[src/rtl/matrix_stream_decoder.sv]
// Oversampling decoder for the APA102-style LED-matrix serial stream.
// Turns the led_clk/led_data pair back into per-pixel records and frame status strobes.
module matrix_stream_decoder #(
    parameter int NUM_LEDS = 64,
    parameter int ZERO_RUN = 32,
    parameter int TIMEOUT  = 16
) (
    input  logic       clk,
    input  logic       reset,
    input  logic       led_clk,
    input  logic       led_data,
    output logic       pix_valid,
    output logic [5:0] pix_idx,
    output logic [4:0] pix_bright,
    output logic [7:0] pix_blue,
    output logic [7:0] pix_green,
    output logic [7:0] pix_red,
    output logic       frame_done,
    output logic       frame_err,
    output logic [7:0] frame_count,
    output logic       in_frame
);

    localparam int ZW = $clog2(ZERO_RUN + 1);
    localparam int TW = $clog2(TIMEOUT + 1);
    localparam logic [5:0]    LAST_IDX  = 6'(NUM_LEDS - 1);
    localparam logic [ZW-1:0] ZERO_LAST = ZW'(ZERO_RUN - 1);
    localparam logic [TW-1:0] IDLE_LAST = TW'(TIMEOUT - 1);

    typedef enum logic [1:0] {
        HUNT,
        ARMED,
        PIXEL
    } state_t;

    state_t        state, state_next;
    logic          clk_q, clk_q_d, dat_q;
    logic          rise;
    logic [ZW-1:0] zcnt, zcnt_next;
    logic [4:0]    bitcnt, bitcnt_next;
    logic [30:0]   shreg, shreg_next;
    logic [TW-1:0] idle, idle_next;
    logic [5:0]    cur_idx, cur_idx_next;
    logic [31:0]   word;
    logic          valid_next, done_next, err_next;

    // Clock and data are sampled once; clk_q starts high so a led_clk held high
    // across reset release is not mistaken for a rising edge.
    always_ff @(posedge clk) begin
        if (reset) begin
            clk_q   <= 1'b1;
            clk_q_d <= 1'b1;
            dat_q   <= 1'b0;
        end else begin
            clk_q   <= led_clk;
            clk_q_d <= clk_q;
            dat_q   <= led_data;
        end
    end

    assign rise     = clk_q & ~clk_q_d;
    assign word     = {shreg, dat_q};
    assign in_frame = (state == PIXEL);

    always_ff @(posedge clk) begin
        if (reset) begin
            state   <= HUNT;
            zcnt    <= '0;
            bitcnt  <= '0;
            shreg   <= '0;
            idle    <= '0;
            cur_idx <= '0;
        end else begin
            state   <= state_next;
            zcnt    <= zcnt_next;
            bitcnt  <= bitcnt_next;
            shreg   <= shreg_next;
            idle    <= idle_next;
            cur_idx <= cur_idx_next;
        end
    end

    always_comb begin
        state_next   = state;
        zcnt_next    = zcnt;
        bitcnt_next  = bitcnt;
        shreg_next   = shreg;
        idle_next    = idle;
        cur_idx_next = cur_idx;
        valid_next   = 1'b0;
        done_next    = 1'b0;
        err_next     = 1'b0;

        case (state)
            HUNT: begin
                if (rise) begin
                    if (dat_q) begin
                        zcnt_next = '0;
                    end else if (zcnt == ZERO_LAST) begin
                        zcnt_next  = '0;
                        state_next = ARMED;
                    end else begin
                        zcnt_next = zcnt + 1'b1;
                    end
                end
            end

            ARMED: begin
                if (rise && dat_q) begin
                    state_next  = PIXEL;
                    bitcnt_next = 5'd1;
                    shreg_next  = 31'd1;
                    idle_next   = '0;
                end
            end

            PIXEL: begin
                if (rise) begin
                    idle_next   = '0;
                    shreg_next  = word[30:0];
                    bitcnt_next = bitcnt + 1'b1;
                    if (bitcnt == 5'd31) begin
                        if (word[31:29] == 3'b111) begin
                            valid_next = 1'b1;
                            if (cur_idx == LAST_IDX) begin
                                done_next    = 1'b1;
                                cur_idx_next = '0;
                                zcnt_next    = '0;
                                state_next   = HUNT;
                            end else begin
                                cur_idx_next = cur_idx + 1'b1;
                            end
                        end else begin
                            err_next     = 1'b1;
                            cur_idx_next = '0;
                            zcnt_next    = '0;
                            state_next   = HUNT;
                        end
                    end
                end else if (idle == IDLE_LAST) begin
                    // A stalled driver abandons the frame; a rise this cycle would have won.
                    err_next     = 1'b1;
                    cur_idx_next = '0;
                    zcnt_next    = '0;
                    idle_next    = '0;
                    state_next   = HUNT;
                end else begin
                    idle_next = idle + 1'b1;
                end
            end

            default: begin
                state_next = HUNT;
            end
        endcase
    end

    // Pixel fields are only reloaded with a new record and otherwise hold.
    always_ff @(posedge clk) begin
        if (reset) begin
            pix_valid   <= 1'b0;
            pix_idx     <= '0;
            pix_bright  <= '0;
            pix_blue    <= '0;
            pix_green   <= '0;
            pix_red     <= '0;
            frame_done  <= 1'b0;
            frame_err   <= 1'b0;
            frame_count <= '0;
        end else begin
            pix_valid  <= valid_next;
            frame_done <= done_next;
            frame_err  <= err_next;
            if (valid_next) begin
                pix_idx    <= cur_idx;
                pix_bright <= word[28:24];
                pix_blue   <= word[23:16];
                pix_green  <= word[15:8];
                pix_red    <= word[7:0];
            end
            if (done_next) begin
                frame_count <= frame_count + 1'b1;
            end
        end
    end

endmodule

[config.mk]
export PLATFORM = sky130hd
export DESIGN_NAME = matrix_stream_decoder
export DESIGN_NICKNAME = d
export VERILOG_FILES = /design/src/rtl/matrix_stream_decoder.sv
export SDC_FILE = /design/constraint.sdc
export NUM_CORES = 1
export LEC_CHECK = 0
export ABC_AREA = 1
export ABC_CLOCK_PERIOD_IN_PS = 2400
export CORE_MARGIN = 2
export CORE_UTILIZATION = 55
export CTS_CLUSTER_DIAMETER = 50
export CTS_CLUSTER_SIZE = 40
export DETAILED_ROUTE_END_ITERATION = 6
export HOLD_SLACK_MARGIN = 0.06
export PLACE_DENSITY_LB_ADDON = 0.15
export SYNTH_ARGS = -nofsm -noshare
export SYNTH_HDL_FRONTEND = slang
export SYNTH_SLANG_ARGS = --single-unit
[constraint.sdc]
create_clock -name clk -period 2.4 [get_ports clk]
set_clock_uncertainty 0.1 [all_clocks]
set_input_delay 0.36 -clock clk [delete_from_list [all_inputs] [get_ports clk]]
set_output_delay 0.36 -clock clk [all_outputs]
set_load 0.005 [all_outputs]
* Yosys cells after proc, flatten, opt, wreduce, memory -nomap -nowiden
Index checks and enable logic that the tools add are counted.
** Cells by class
- Equality and inequality tests :: 16
- Magnitude comparators :: 0
- Multiplexer cells :: 46
- $add $sub $neg :: 5
- Shift operators :: 0
- Bitwise logic cells :: 3
- Divide/modulo/power cells :: 0
- Reductions and logical operators :: 11
- Multipliers :: 0
** Operators with widths (number)
- $mux 6 :: 12
- $mux 31 :: 2
- $pmux 31 s2 :: 1
- $mux 5 :: 5
- $pmux 5 s2 :: 2
- $mux 2 :: 9
- $mux 1 :: 13
- $add 6x1->6 const B :: 2
- $pmux 6 s2 :: 1
- $add 5x1->5 const B :: 2
- $add 8x1->8 const B :: 1
- $ne 2x2->1 const B :: 4
- $reduce_and 7->1 :: 1
- $eq 6x5->1 const B :: 1
- $eq 6x6->1 const B :: 1
- $pmux 2 s3 :: 1
- $reduce_and 3->1 :: 2
- $reduce_bool 2->1 :: 3
- $eq 5x4->1 const B :: 1
- $eq 5x5->1 const B :: 1
- $reduce_and 5->1 :: 1
- $ne 2x1->1 const B :: 2
- $ne 4x3->1 const B :: 1
- $eq 3x3->1 const B :: 1
- 10 further kinds :: 11
** Storage, ports and cells
- Flip-flop bits (word level) :: 104
- Bits in read-only memories :: 0
- Memory bits (writable) :: 0
- Bits of input ports :: 4
- Memories kept :: 0
- Word-level logic and storage cells :: 99
- Bits in latches :: 0
- Output and inout port bits :: 47

* Logic depth before layout (Yosys ltp)
- Depth in word-level cells :: 6
- Gate-level depth with buffers :: 13
- Mapped depth without buffers :: 13

* Worst setup path before layout
No wires, ideal clock.
- Kind :: register to register
- Start point :: reg bitcnt[0]
- End point :: reg frame_count[3]
- Arrival time :: 1.590 ns
- Slack :: 0.597 ns
- Data required time :: 2.187 ns
- Library setup time :: 0.113 ns
- Buffers on the path :: 0
- Period minus slack after synthesis :: 1.803 ns
- Cell stages (with the launch flop) :: 14
- Cell sequence :: dfxtp_1 -> ha_1 -> nand2_1 -> nor2_1 -> ha_1 -> inv_1 -> nor2_1 -> nand2_2 -> nor2_4 -> inv_1 -> nor2_1 -> nand2_1 -> nand2_1 -> nor2_1
** On the way
- Cells in the longest elaborated chain, start to end :: 4
** Ends and longest elaborated chain
- start: declaration :: line 40 : logic [4:0] bitcnt, bitcnt_next;
- start signal: assignment :: line 76 : bitcnt <= bitcnt_next;
- $eq 5x5->1 :: line 122 : if (bitcnt == 5'd31) begin
- $mux 1 :: line 122
- $mux 1 :: line 118 : if (rise) begin
- $mux 1 :: line 94 : case (state)
- end signal: assignment :: line 182 : frame_count <= frame_count + 1'b1;
- end: declaration :: line 20 : output logic [7:0] frame_count,
Every way passes these cells.
A chain may end at the register's enable or synchronous reset.

* Worst setup path in the final report
- Start point :: reg state[1]
- End point :: out in_frame
** On the way
- Cells in the longest elaborated chain, start to end :: 1
** Ends and longest elaborated chain
- start: declaration :: line 36 : state_t state, state_next;
- start signal: assignment :: line 74 : state <= state_next;
- $eq 2x2->1 :: line 63 : assign in_frame = (state == PIXEL);
- end: declaration :: line 21 : output logic in_frame
Every way passes these cells.

==> impl_results.md <==
* Status: finished clean
* FILL cells at 637
* Arr. time, crit path at 1610 ps
* CTS tree: done
* H-tree levels at 3
* Critical-path cell list: inv_2 -> nor2_4 -> clkdlybuf4s50_1
* Pin count of the biggest net entering global routing at 47
* Final period util at 86.2%
* Area of the mapped netlist at between 0.004 and 0.005 mm^2
* Crit-path max FO at 6
* Cts-stage hold buffer count at 0
* Post-synth EDFFs at 0
* Worst Max-Slew Pin Slew at 543 ps
* CP required at 1940 ps
* CTS max path bufs at 2
* Synth Register Bits at 104
* Multi-input gate area at 0.00188 mm^2
* Worst rel slew slack at between 60% and 70%
* Fmax at 0.483 GHz
* Unrepaired setup endpoints after global routing: no
* CTS Sinks at 104
* Nets at 617
* Largest area contributor in the netlist: dfxtp_1
* Clk_lat worst skew at 360 ps
* Most common flop cell mapped by yosys: dfxtp_1
* Area Overhead vs Synth at 18.3%
* Post-layout instance area at 0.00499 mm^2
* Gr usage total at 20.8%
* VDD IR max at 398 uV
* Reg2reg setup slack at 360 ps
* P_leak at 1.97 nW
* Routed vias at 3686
* Crit. End Element: primary output
* Synth Area per Inst at 7.47 um^2
* Clock period minus worst slack at 2070 ps
* Pwr/cell area at 569 mW/mm^2
* Post-route DRC at 0
* CP peak stage delay at about 540 ps
* Final wirelength at 8.27 mm
* Family with the most delay on the worst path: buffers and inverters
* Layout cells sized above 1 at 6.54%
* DRT iter0 DRCs at 170
* CTS root buffer: clkbuf_8
* Worst Hold Launch: idle[4]
* Post-DP HPWL at 5.76 mm
* Slowest CP cell: clkdlybuf4s50_1
* Detailed Routing Iterations Pass 1 at 5
* Setup TNS at 0 ps
* Final Hold Fails at 0
* Standard-cell rows at 31
* GRT overflow at 0
* CTS Buf Count at 9
* Core area at 0.00733 mm^2
* Avg WL per Cell at 11.6 um
* Max Cap Viol at 0
* Die extent in y at 91.6 um
* Initial antenna violation count at 0
* Buffers and inverters on the worst path at 2
* Asr flop ratio synth at 0%
* Antenna cells at 0
* Worst Setup SP: state[1]
* Global-route wire length before repair at 14.5 mm
* Register area at 0.00208 mm^2
* Synth cell types at 31
* Die Width at 91.6 um
* Commonest non-fill, non-tap cell in the layout: nor2_1
* Gpl congestion at 0.822
* Syn nets at about 580
* Top post-synthesis cells by area: dfxtp_1, nor2_1, o21ai_0
* CP Launch Type: flop
* Fin util at 68.1%
* Post-Synthesis Cells at ~570
* Vias in the first global route at ~3200
* Final ANT Viol Nets at 0
* I/O pin cnt at 51
* Port Buf Inserts at 50
* Seq/Total Area, Yosys at 49.3%
* Slew Viols, Final at 0
* Final Total Pwr at 2.84 mW
* Commonest non-fill, non-tap cells in the layout: nor2_1, dfxtp_1, o21ai_0, nand2_1, a21oi_1
* Synth top area share at between 40% and 50%
* Yosys Warn Count at 0
* Post-CTS setup buffers at 0
* Placed Instance Area at around 0.0048 mm^2
* Starting Density at 57.6%
* Final Setup Violations at 0
* Vias/cell at 5.18
* Worst min-delay path class: flop to flop
* Crit path kind: flop to primary output
* PostCTS Resize Cnt at 0
* Reg-to-Reg Start: bitcnt[0]
* Reg clk slew, reported paths at 90 ps
* Die area at 0.00839 mm^2
[sequential cells by signal, summed over array words and instances (netlist names), 6 cells and up]
register     flops
pix_idx          6
pix_green        8
zcnt             6
frame_count      8
pix_blue         8
pix_red          8
shreg           31
cur_idx          6
[report_power, final]
group | switching (mW) | leakage [nW] | internal, mW | total [mW]
clock network | 0.612 | 0.0875 | 0.420 | 1.03
logic | 0.0454 | 1.05 | 0.0263 | 0.0717
registers | 0.00507 | 0.838 | 1.73 | 1.73
total | 0.662 | 1.97 | 2.18 | 2.84
[per-stage QoR]
stage               std cells  hold WS [ps]  setup slack, ps
floorplan                 565           317              597
global placement          695           337              414
detailed placement        695           351              353
CTS                       711           370              306
global route              711           400              120
finish                    711           366              330
[synthesized netlist by cell type, types with 3 or more instances]
library cell / instances
a21oi_1: 56
buf_2: 7
buf_4: 3
clkbuf_1: 15
dfxtp_1: 104
ha_1: 6
inv_1: 32
inv_2: 5
nand2_1: 64
nand3_1: 15
nand4_1: 6
nor2_1: 144
nor2_4: 3
nor3_1: 7
o21ai_0: 75
xor2_1: 4
[kinds of logic after synthesis]
| kind of cell | count (synthesis) | synth area share (%) |
|---|---|---|
| compound gates | 139 | 17.1 |
| xor+xnor | 5 | 1.04 |
| fa+ha+maj | 6 | 1.78 |
| buf+inv | 63 | 6.11 |
| flops | 104 | 49.3 |
| simple gates | 248 | 24.6 |
[worst min-delay path: stages (launching register included)]
cell and delay [ps]:
dfxtp_1 320, o21ai_0 70, nor2_1 40
[path summary, 6_finish.rpt]
kind | endpoint | cells past startpoint
setup / recovery | in_frame | 3
hold / removal | idle[4] | 2
setup reg to reg | frame_count[7] | 11
hold reg to reg | idle[4] | 2
[final cells by class]
cell class,instances,area share [%]
Timing Repair Buffer,57,11.6
Tap cell,99,2.48
Inverter,37,2.78
Sequential cell,104,41.7
Clock inverter,6,1.03
Clock buffer,10,2.76
Multi-Input combinational cell,398,37.7
[metal layers]
metal,wire [um],track usage (%),share of wire [%]
met5,0,0,0
met4,122,7.83,1.5
met3,255,3.15,3.1
met2,3910,35.5,47
met1,3980,26.4,48
Power figures use the tool's default switching activity.
